[config.mk]
export PLATFORM = sky130hd
export DESIGN_NAME = cache_tag_ctrl
export DESIGN_NICKNAME = d
export VERILOG_FILES = /design/src/rtl/cache_pkg.sv /design/src/rtl/cache_tag_ctrl_plru.sv /design/src/rtl/cache_tag_ctrl.sv
export SDC_FILE = /design/constraint.sdc
export NUM_CORES = 2
export LEC_CHECK = 0
export CAP_MARGIN = 40
export CORE_MARGIN = 5
export CORE_UTILIZATION = 45
export CTS_BUF_LIST = sky130_fd_sc_hd__clkbuf_8
export DETAILED_ROUTE_END_ITERATION = 8
export PLACE_DENSITY = 0.7
export SETUP_SLACK_MARGIN = 0.1
export SLEW_MARGIN = 20
export SYNTH_ARGS = -nofsm -noshare
export SYNTH_HDL_FRONTEND = slang
export SYNTH_SLANG_ARGS = --single-unit
[constraint.sdc]
create_clock -name clk -period 5.3 [get_ports clk]
set_input_delay 1.06 -clock clk [delete_from_list [all_inputs] [get_ports clk]]
set_output_delay 1.06 -clock clk [all_outputs]
set_load 0.01 [all_outputs]
[src/rtl/cache_pkg.sv]
// Shared widths, FSM state type and address field helpers for the cache tag controller.
package cache_pkg;
  localparam int ADDR_W = 32;
  localparam int IDX_W  = 7;
  localparam int OFF_W  = 5;
  localparam int TAG_W  = ADDR_W - IDX_W - OFF_W;
  localparam int WAYS   = 4;
  localparam int SETS   = 1 << IDX_W;

  typedef enum logic [2:0] {IDLE, LOOKUP, WB, WB_WAIT, RF, RF_WAIT, RESP} state_t;

  function automatic logic [TAG_W-1:0] addr_tag(input logic [ADDR_W-1:0] addr);
    return addr[ADDR_W-1 -: TAG_W];
  endfunction

  function automatic logic [IDX_W-1:0] addr_idx(input logic [ADDR_W-1:0] addr);
    return addr[OFF_W +: IDX_W];
  endfunction

  function automatic logic [ADDR_W-1:0] line_addr(input logic [TAG_W-1:0] tag,
                                                  input logic [IDX_W-1:0] idx);
    return {tag, idx, {OFF_W{1'b0}}};
  endfunction
endpackage

[src/rtl/cache_tag_ctrl_plru.sv]
// 4-way tree pseudo-LRU: victim lookup and access update for one set, purely combinational.
module plru_tree_4 (
  input  logic [2:0] plru,
  input  logic [1:0] access_way,
  input  logic       access_en,
  output logic [1:0] victim_way,
  output logic [2:0] plru_next
);
  assign victim_way = plru[0] ? {1'b1, plru[2]} : {1'b0, plru[1]};

  // Each touched node is turned to point away from the accessed way.
  always_comb begin
    plru_next = plru;
    if (access_en) begin
      plru_next[0] = ~access_way[1];
      if (!access_way[1]) plru_next[1] = ~access_way[0];
      else                plru_next[2] = ~access_way[0];
    end
  end
endmodule

[src/rtl/cache_tag_ctrl.sv]
// Lookup/replacement sequencer for a 4-way, 128-set cache: tag compare, valid/dirty/PLRU
// tracking, and writeback/refill handshakes on a miss.
//
// state   | meaning
// IDLE    | ready for a request
// LOOKUP  | compare tags of the latched set
// WB      | writeback request pending acceptance
// WB_WAIT | waiting for writeback completion
// RF      | refill request pending acceptance
// RF_WAIT | waiting for refill completion, then install tag
// RESP    | holding the lookup result
module cache_tag_ctrl
  import cache_pkg::*;
(
  input  logic                  clk,
  input  logic                  rst,
  input  logic                  req_valid,
  output logic                  req_ready,
  input  logic [ADDR_W-1:0]     req_addr,
  input  logic                  req_wen,
  output logic                  resp_valid,
  input  logic                  resp_ready,
  output logic                  resp_hit,
  output logic [1:0]            resp_way,
  output logic [IDX_W-1:0]      ta_raddr,
  input  logic [WAYS*TAG_W-1:0] ta_rdata,
  output logic [IDX_W-1:0]      ta_waddr,
  output logic [WAYS-1:0]       ta_wen,
  output logic [TAG_W-1:0]      ta_wdata,
  output logic                  wb_valid,
  input  logic                  wb_ready,
  output logic [ADDR_W-1:0]     wb_addr,
  input  logic                  wb_done,
  output logic                  rf_valid,
  input  logic                  rf_ready,
  output logic [ADDR_W-1:0]     rf_addr,
  input  logic                  rf_done
);
  state_t              r_state, w_state_nxt;
  logic [ADDR_W-1:0]   r_addr;
  logic                r_wen;
  logic [WAYS-1:0]     r_valid [SETS];
  logic [WAYS-1:0]     r_dirty [SETS];
  logic [2:0]          r_plru  [SETS];
  logic [1:0]          r_victim;
  logic [TAG_W-1:0]    r_victim_tag;
  logic                r_resp_hit;
  logic [1:0]          r_resp_way;

  logic [IDX_W-1:0]    w_idx;
  logic [TAG_W-1:0]    w_tag;
  logic [WAYS-1:0]     w_hit;
  logic [1:0]          w_hit_way, w_inv_way, w_plru_victim, w_miss_victim, w_acc_way;
  logic                w_inv_any, w_acc_en, w_fill;
  logic [2:0]          w_plru_next;
  logic [TAG_W-1:0]    w_victim_tag;

  assign w_idx = addr_idx(r_addr);
  assign w_tag = addr_tag(r_addr);

  always_comb begin
    w_hit = '0;
    for (int w = 0; w < WAYS; w++)
      w_hit[w] = r_valid[w_idx][w] && (ta_rdata[w*TAG_W +: TAG_W] == w_tag);
  end

  // Descending scan so the lowest-numbered candidate is the one left standing.
  always_comb begin
    w_hit_way = '0;
    w_inv_way = '0;
    for (int w = WAYS-1; w >= 0; w--) begin
      if (w_hit[w])            w_hit_way = 2'(w);
      if (!r_valid[w_idx][w])  w_inv_way = 2'(w);
    end
  end

  assign w_inv_any     = ~&r_valid[w_idx];
  assign w_miss_victim = w_inv_any ? w_inv_way : w_plru_victim;
  assign w_victim_tag  = ta_rdata[w_miss_victim*TAG_W +: TAG_W];
  assign w_fill        = (r_state == RF_WAIT) && rf_done;
  assign w_acc_way     = (r_state == LOOKUP) ? w_hit_way : r_victim;
  assign w_acc_en      = ((r_state == LOOKUP) && (|w_hit)) || w_fill;

  plru_tree_4 u_plru (
    .plru       (r_plru[w_idx]),
    .access_way (w_acc_way),
    .access_en  (w_acc_en),
    .victim_way (w_plru_victim),
    .plru_next  (w_plru_next)
  );

  always_ff @(posedge clk or negedge rst) begin
    if (!rst) r_state <= IDLE;
    else      r_state <= w_state_nxt;
  end

  always_comb begin
    w_state_nxt = r_state;
    case (r_state)
      IDLE:    if (req_valid) w_state_nxt = LOOKUP;
      LOOKUP: begin
        if (|w_hit)
          w_state_nxt = RESP;
        else if (r_valid[w_idx][w_miss_victim] && r_dirty[w_idx][w_miss_victim])
          w_state_nxt = WB;
        else
          w_state_nxt = RF;
      end
      WB:      if (wb_ready)   w_state_nxt = WB_WAIT;
      WB_WAIT: if (wb_done)    w_state_nxt = RF;
      RF:      if (rf_ready)   w_state_nxt = RF_WAIT;
      RF_WAIT: if (rf_done)    w_state_nxt = RESP;
      RESP:    if (resp_ready) w_state_nxt = IDLE;
      default:                 w_state_nxt = IDLE;
    endcase
  end

  always_ff @(posedge clk or negedge rst) begin
    if (!rst) begin
      r_addr       <= '0;
      r_wen        <= 1'b0;
      r_victim     <= '0;
      r_victim_tag <= '0;
      r_resp_hit   <= 1'b0;
      r_resp_way   <= '0;
      for (int s = 0; s < SETS; s++) begin
        r_valid[s] <= '0;
        r_dirty[s] <= '0;
        r_plru[s]  <= '0;
      end
    end else begin
      if ((r_state == IDLE) && req_valid) begin
        r_addr <= req_addr;
        r_wen  <= req_wen;
      end
      if (r_state == LOOKUP) begin
        if (|w_hit) begin
          r_resp_hit <= 1'b1;
          r_resp_way <= w_hit_way;
          if (r_wen) r_dirty[w_idx][w_hit_way] <= 1'b1;
        end else begin
          r_resp_hit   <= 1'b0;
          r_resp_way   <= w_miss_victim;
          r_victim     <= w_miss_victim;
          r_victim_tag <= w_victim_tag;
        end
      end
      if (w_acc_en) r_plru[w_idx] <= w_plru_next;
      if (w_fill) begin
        r_valid[w_idx][r_victim] <= 1'b1;
        r_dirty[w_idx][r_victim] <= r_wen;
      end
    end
  end

  assign req_ready  = (r_state == IDLE);
  assign resp_valid = (r_state == RESP);
  assign resp_hit   = r_resp_hit;
  assign resp_way   = r_resp_way;
  assign ta_raddr   = w_idx;
  assign ta_waddr   = w_idx;
  assign ta_wen     = w_fill ? (4'b0001 << r_victim) : 4'b0000;
  assign ta_wdata   = w_tag;
  assign wb_valid   = (r_state == WB);
  assign wb_addr    = line_addr(r_victim_tag, w_idx);
  assign rf_valid   = (r_state == RF);
  assign rf_addr    = line_addr(w_tag, w_idx);
endmodule

==> metrics.txt <==
Antenna Nets Post-Route 0; top post-synthesis cells by count dfrtp_1 (1464), a21oi_1 (1434), a21o_1 (504), clkbuf_1 (409), nand2_1 (252); Placer Congestion approximately 1.0; Seq cells post-synth roughly 1500; WL per Instance ~30 microns; Cell Chain, Critical Path buf_12 > nor3b_2 > a22oi_1 > buf_4 > o2111ai_1 > or4b_1 > buf_4 > a41oi_2 > nor2_2 > a31oi_4 > buf_12 > a31o_4 > buf_12 > a21oi_1; cell taking the most area after synthesis dfrtp_1; Seq pwr share 0.331; clock share of power 0.234; status complete, no violations; count leader, synth dfrtp_1; Layout area overhead 17.8%; Clock Skew approximately 85 ps; max cap viols 0; Arr. time, crit path 5870 ps; synthesized instance count between 6000 and 7000; Die Span Y around 400 microns; area share of the largest cell type after synthesis 0.543; initial antenna violation count 16; crit start category flop; vias in the first global route roughly 55000; DRC 0; Tot GR Track Use 0.318; clock slew at reported path FFs around 60 ps; power per cell area about 550 mW/mm^2; # IOs 230; die area about 0.16 sq mm; htree depth 4; first-pass GRT wire length 376000 microns; Hold WC Path Type reg -> reg; Clock Tree Root clkbuf_8; sw frac 0.421; Resize count post-CTS 0; Core Rows roughly 140; Port Buffers roughly 210; unrepaired setup endpoints after global routing false; register-to-register setup slack around 230 ps; Leakage roughly 40 nW; grt total ovfl 0; pin count of the biggest net entering global routing 148; headroom to the max-slew limit 0.347; clock tree sinks 1464; synthesized area per cell about 11 sq um; critical path class reg -> reg; part of the cycle the worst path needs 0.957; Starting DRT DRC Count 8459; Pins Over Slew Limit 0; TritonRoute pass-1 iters 8; Finished Layout Cells between 8000 and 9000; post-synthesis cell area between 0.06 and 0.07 sq mm; Hold Fails Final Rpt 0; Post-synth EDFFs 0; Peak supply drop between 300 and 400 uV; DP HPWL between 150000 and 200000 microns; CTS tree built; number of nets in the layout between 6000 and 7000; Die Span X around 400 microns; Crit Path Max Fanout 42; delay-heaviest family, CP compound AO/OA/AOI/OAI gates; Async S/R FF share, synth 1.00; layout cells sized above 1 0.190; vias per inst between 6 and 7; Sw Pwr roughly 19 mW; Worst path most repeated cell buf_12; Worst-Skew Late Latency 1000 ps; Top FF cell, synth dfrtp_1; Post-Route WL about 260000 microns; sequential fraction of the synthesis area 0.543; worst slew pin tran 968 ps; slowest stage delay, CP 770 ps; top cells by area, synth dfrtp_1 (54%), a21oi_1 (11%), a21o_1 (5.6%), mux4_2 (4.4%), clkbuf_1 (2.3%); max frequency between 150 and 200 MHz; Data required, critical path approximately 6000 ps; crit path max-delay cell type dfrtp_4; Tmin final roughly 5000 ps; Yosys cell types approximately 100; placed cell count between 8000 and 9000; setup violators final 0; Setup TNS Final 0 ps; Max clock buf depth 3; cell area after layout between 0.07 and 0.08 sq mm; Initial Utilization 0.451; Worst setup EP type flop; cts bufs inserted 236; core box area approximately 0.15 sq mm; synth warn 0; combinational power share 0.435; via total after detailed routing approximately 57000; placed cell area roughly 0.074 sq mm; Int Pwr 25.5 mW; buffer and inverter count on the worst path 5
==> power by group through the flow <==
stage | Clock [mW] | Combinational, mW | Sequential (mW)
finish | 10.3 | 19.2 | 14.6
global route | 10.9 | 19.6 | 14.7
CTS | 10.4 | 18.5 | 14.5
detailed placement | 0 | 18.4 | 14.7
global placement | 0 | 18.2 | 14.6
floorplan | 0 | 9.94 | 14.0
==> routing by layer <==
layer	track usage	vias to the layer above	share of wire
li1	-	23300	-
met1	0.417	28400	0.37
met2	0.460	4150	0.42
met3	0.104	876	0.13
met4	0.192	6	0.071
met5	0	-	0.00020
==> layout by cell type, fill, tap and decap left out, types with 131 or more instances in the layout <==
| cell | synthesis | layout |
|---|---|---|
| a21o_1 | 504 | 504 |
| a21oi_1 | 1434 | 1434 |
| a31oi_1 | 140 | 140 |
| buf_4 | 95 | 440 |
| clkbuf_8 | 0 | 314 |
| clkdlybuf4s50_1 | 0 | 213 |
| dfrtp_1 | 1464 | 1457 |
| mux4_2 | 131 | 131 |
| nand2_1 | 252 | 249 |
| nor2_1 | 195 | 189 |
| o22ai_1 | 169 | 169 |
==> state kept, by name, indices dropped and copies added (netlist names) <==
signal,flops
r_dirty,512
r_wen,1
r_state,3
r_addr,27
r_victim_tag,20
r_plru,384
resp_way,2
r_victim,2
r_valid,512
resp_hit,1
==> per-stage QoR <==
step	setup slack (ps)	power [mW]	util	hold WS, ps
detailed placement	476	33.1	0.498	436
global route	279	45.3	0.532	460
CTS	445	43.4	0.531	127
finish	226	44.1	0.532	449
global placement	432	32.8	0.497	430
floorplan	1690	23.9	-	414
==> what timing repair did <==
action	4_1_cts	5_1_grt
hold buffers	0	1
setup buffers	0	0
endpoints found under the hold margin	0	30
==> cell type report <==
| cell class | count | area (sq um) |
|---|---|---|
| fill | 12800 | 70000 |
| clock inverter | 117 | 703 |
| tap | 2016 | 2520 |
| antenna | 8 | 20.0 |
| clock buffer | 314 | 4320 |
| sequential | 1464 | 36700 |
| inverter | 19 | 75.1 |
| multi-input combinational | 3970 | 27600 |
| timing repair buffer | 761 | 7560 |
==> cell families (layout without fill, tap and decap cells) <==
logic type | Yosys count | in the layout | share of synthesized area
AO/OA/AOI/OAI | 2701 | 2701 | 0.247
flip-flops | 1464 | 1464 | 0.543
multiplexers | 478 | 478 | 0.0995
AND/OR/NAND/NOR | 701 | 701 | 0.0492
other | 1 | 18 | 0.0000556
buffers and inverters | 713 | 1211 | 0.0507
XOR/XNOR | 80 | 80 | 0.0104
==> final timing paths <==
check | from | to | depth (start not counted)
setup reg to reg | r_addr[7] | r_plru[173] | 14
min in group asynchronous | rst | r_valid[374] | 2
setup / recovery | r_addr[7] | r_plru[173] | 14
hold reg to reg | r_valid[14] | r_valid[14] | 1
max in group asynchronous | rst | r_valid[58] | 4
hold / removal | r_valid[14] | r_valid[14] | 1
Power figures use the tool's default switching activity.
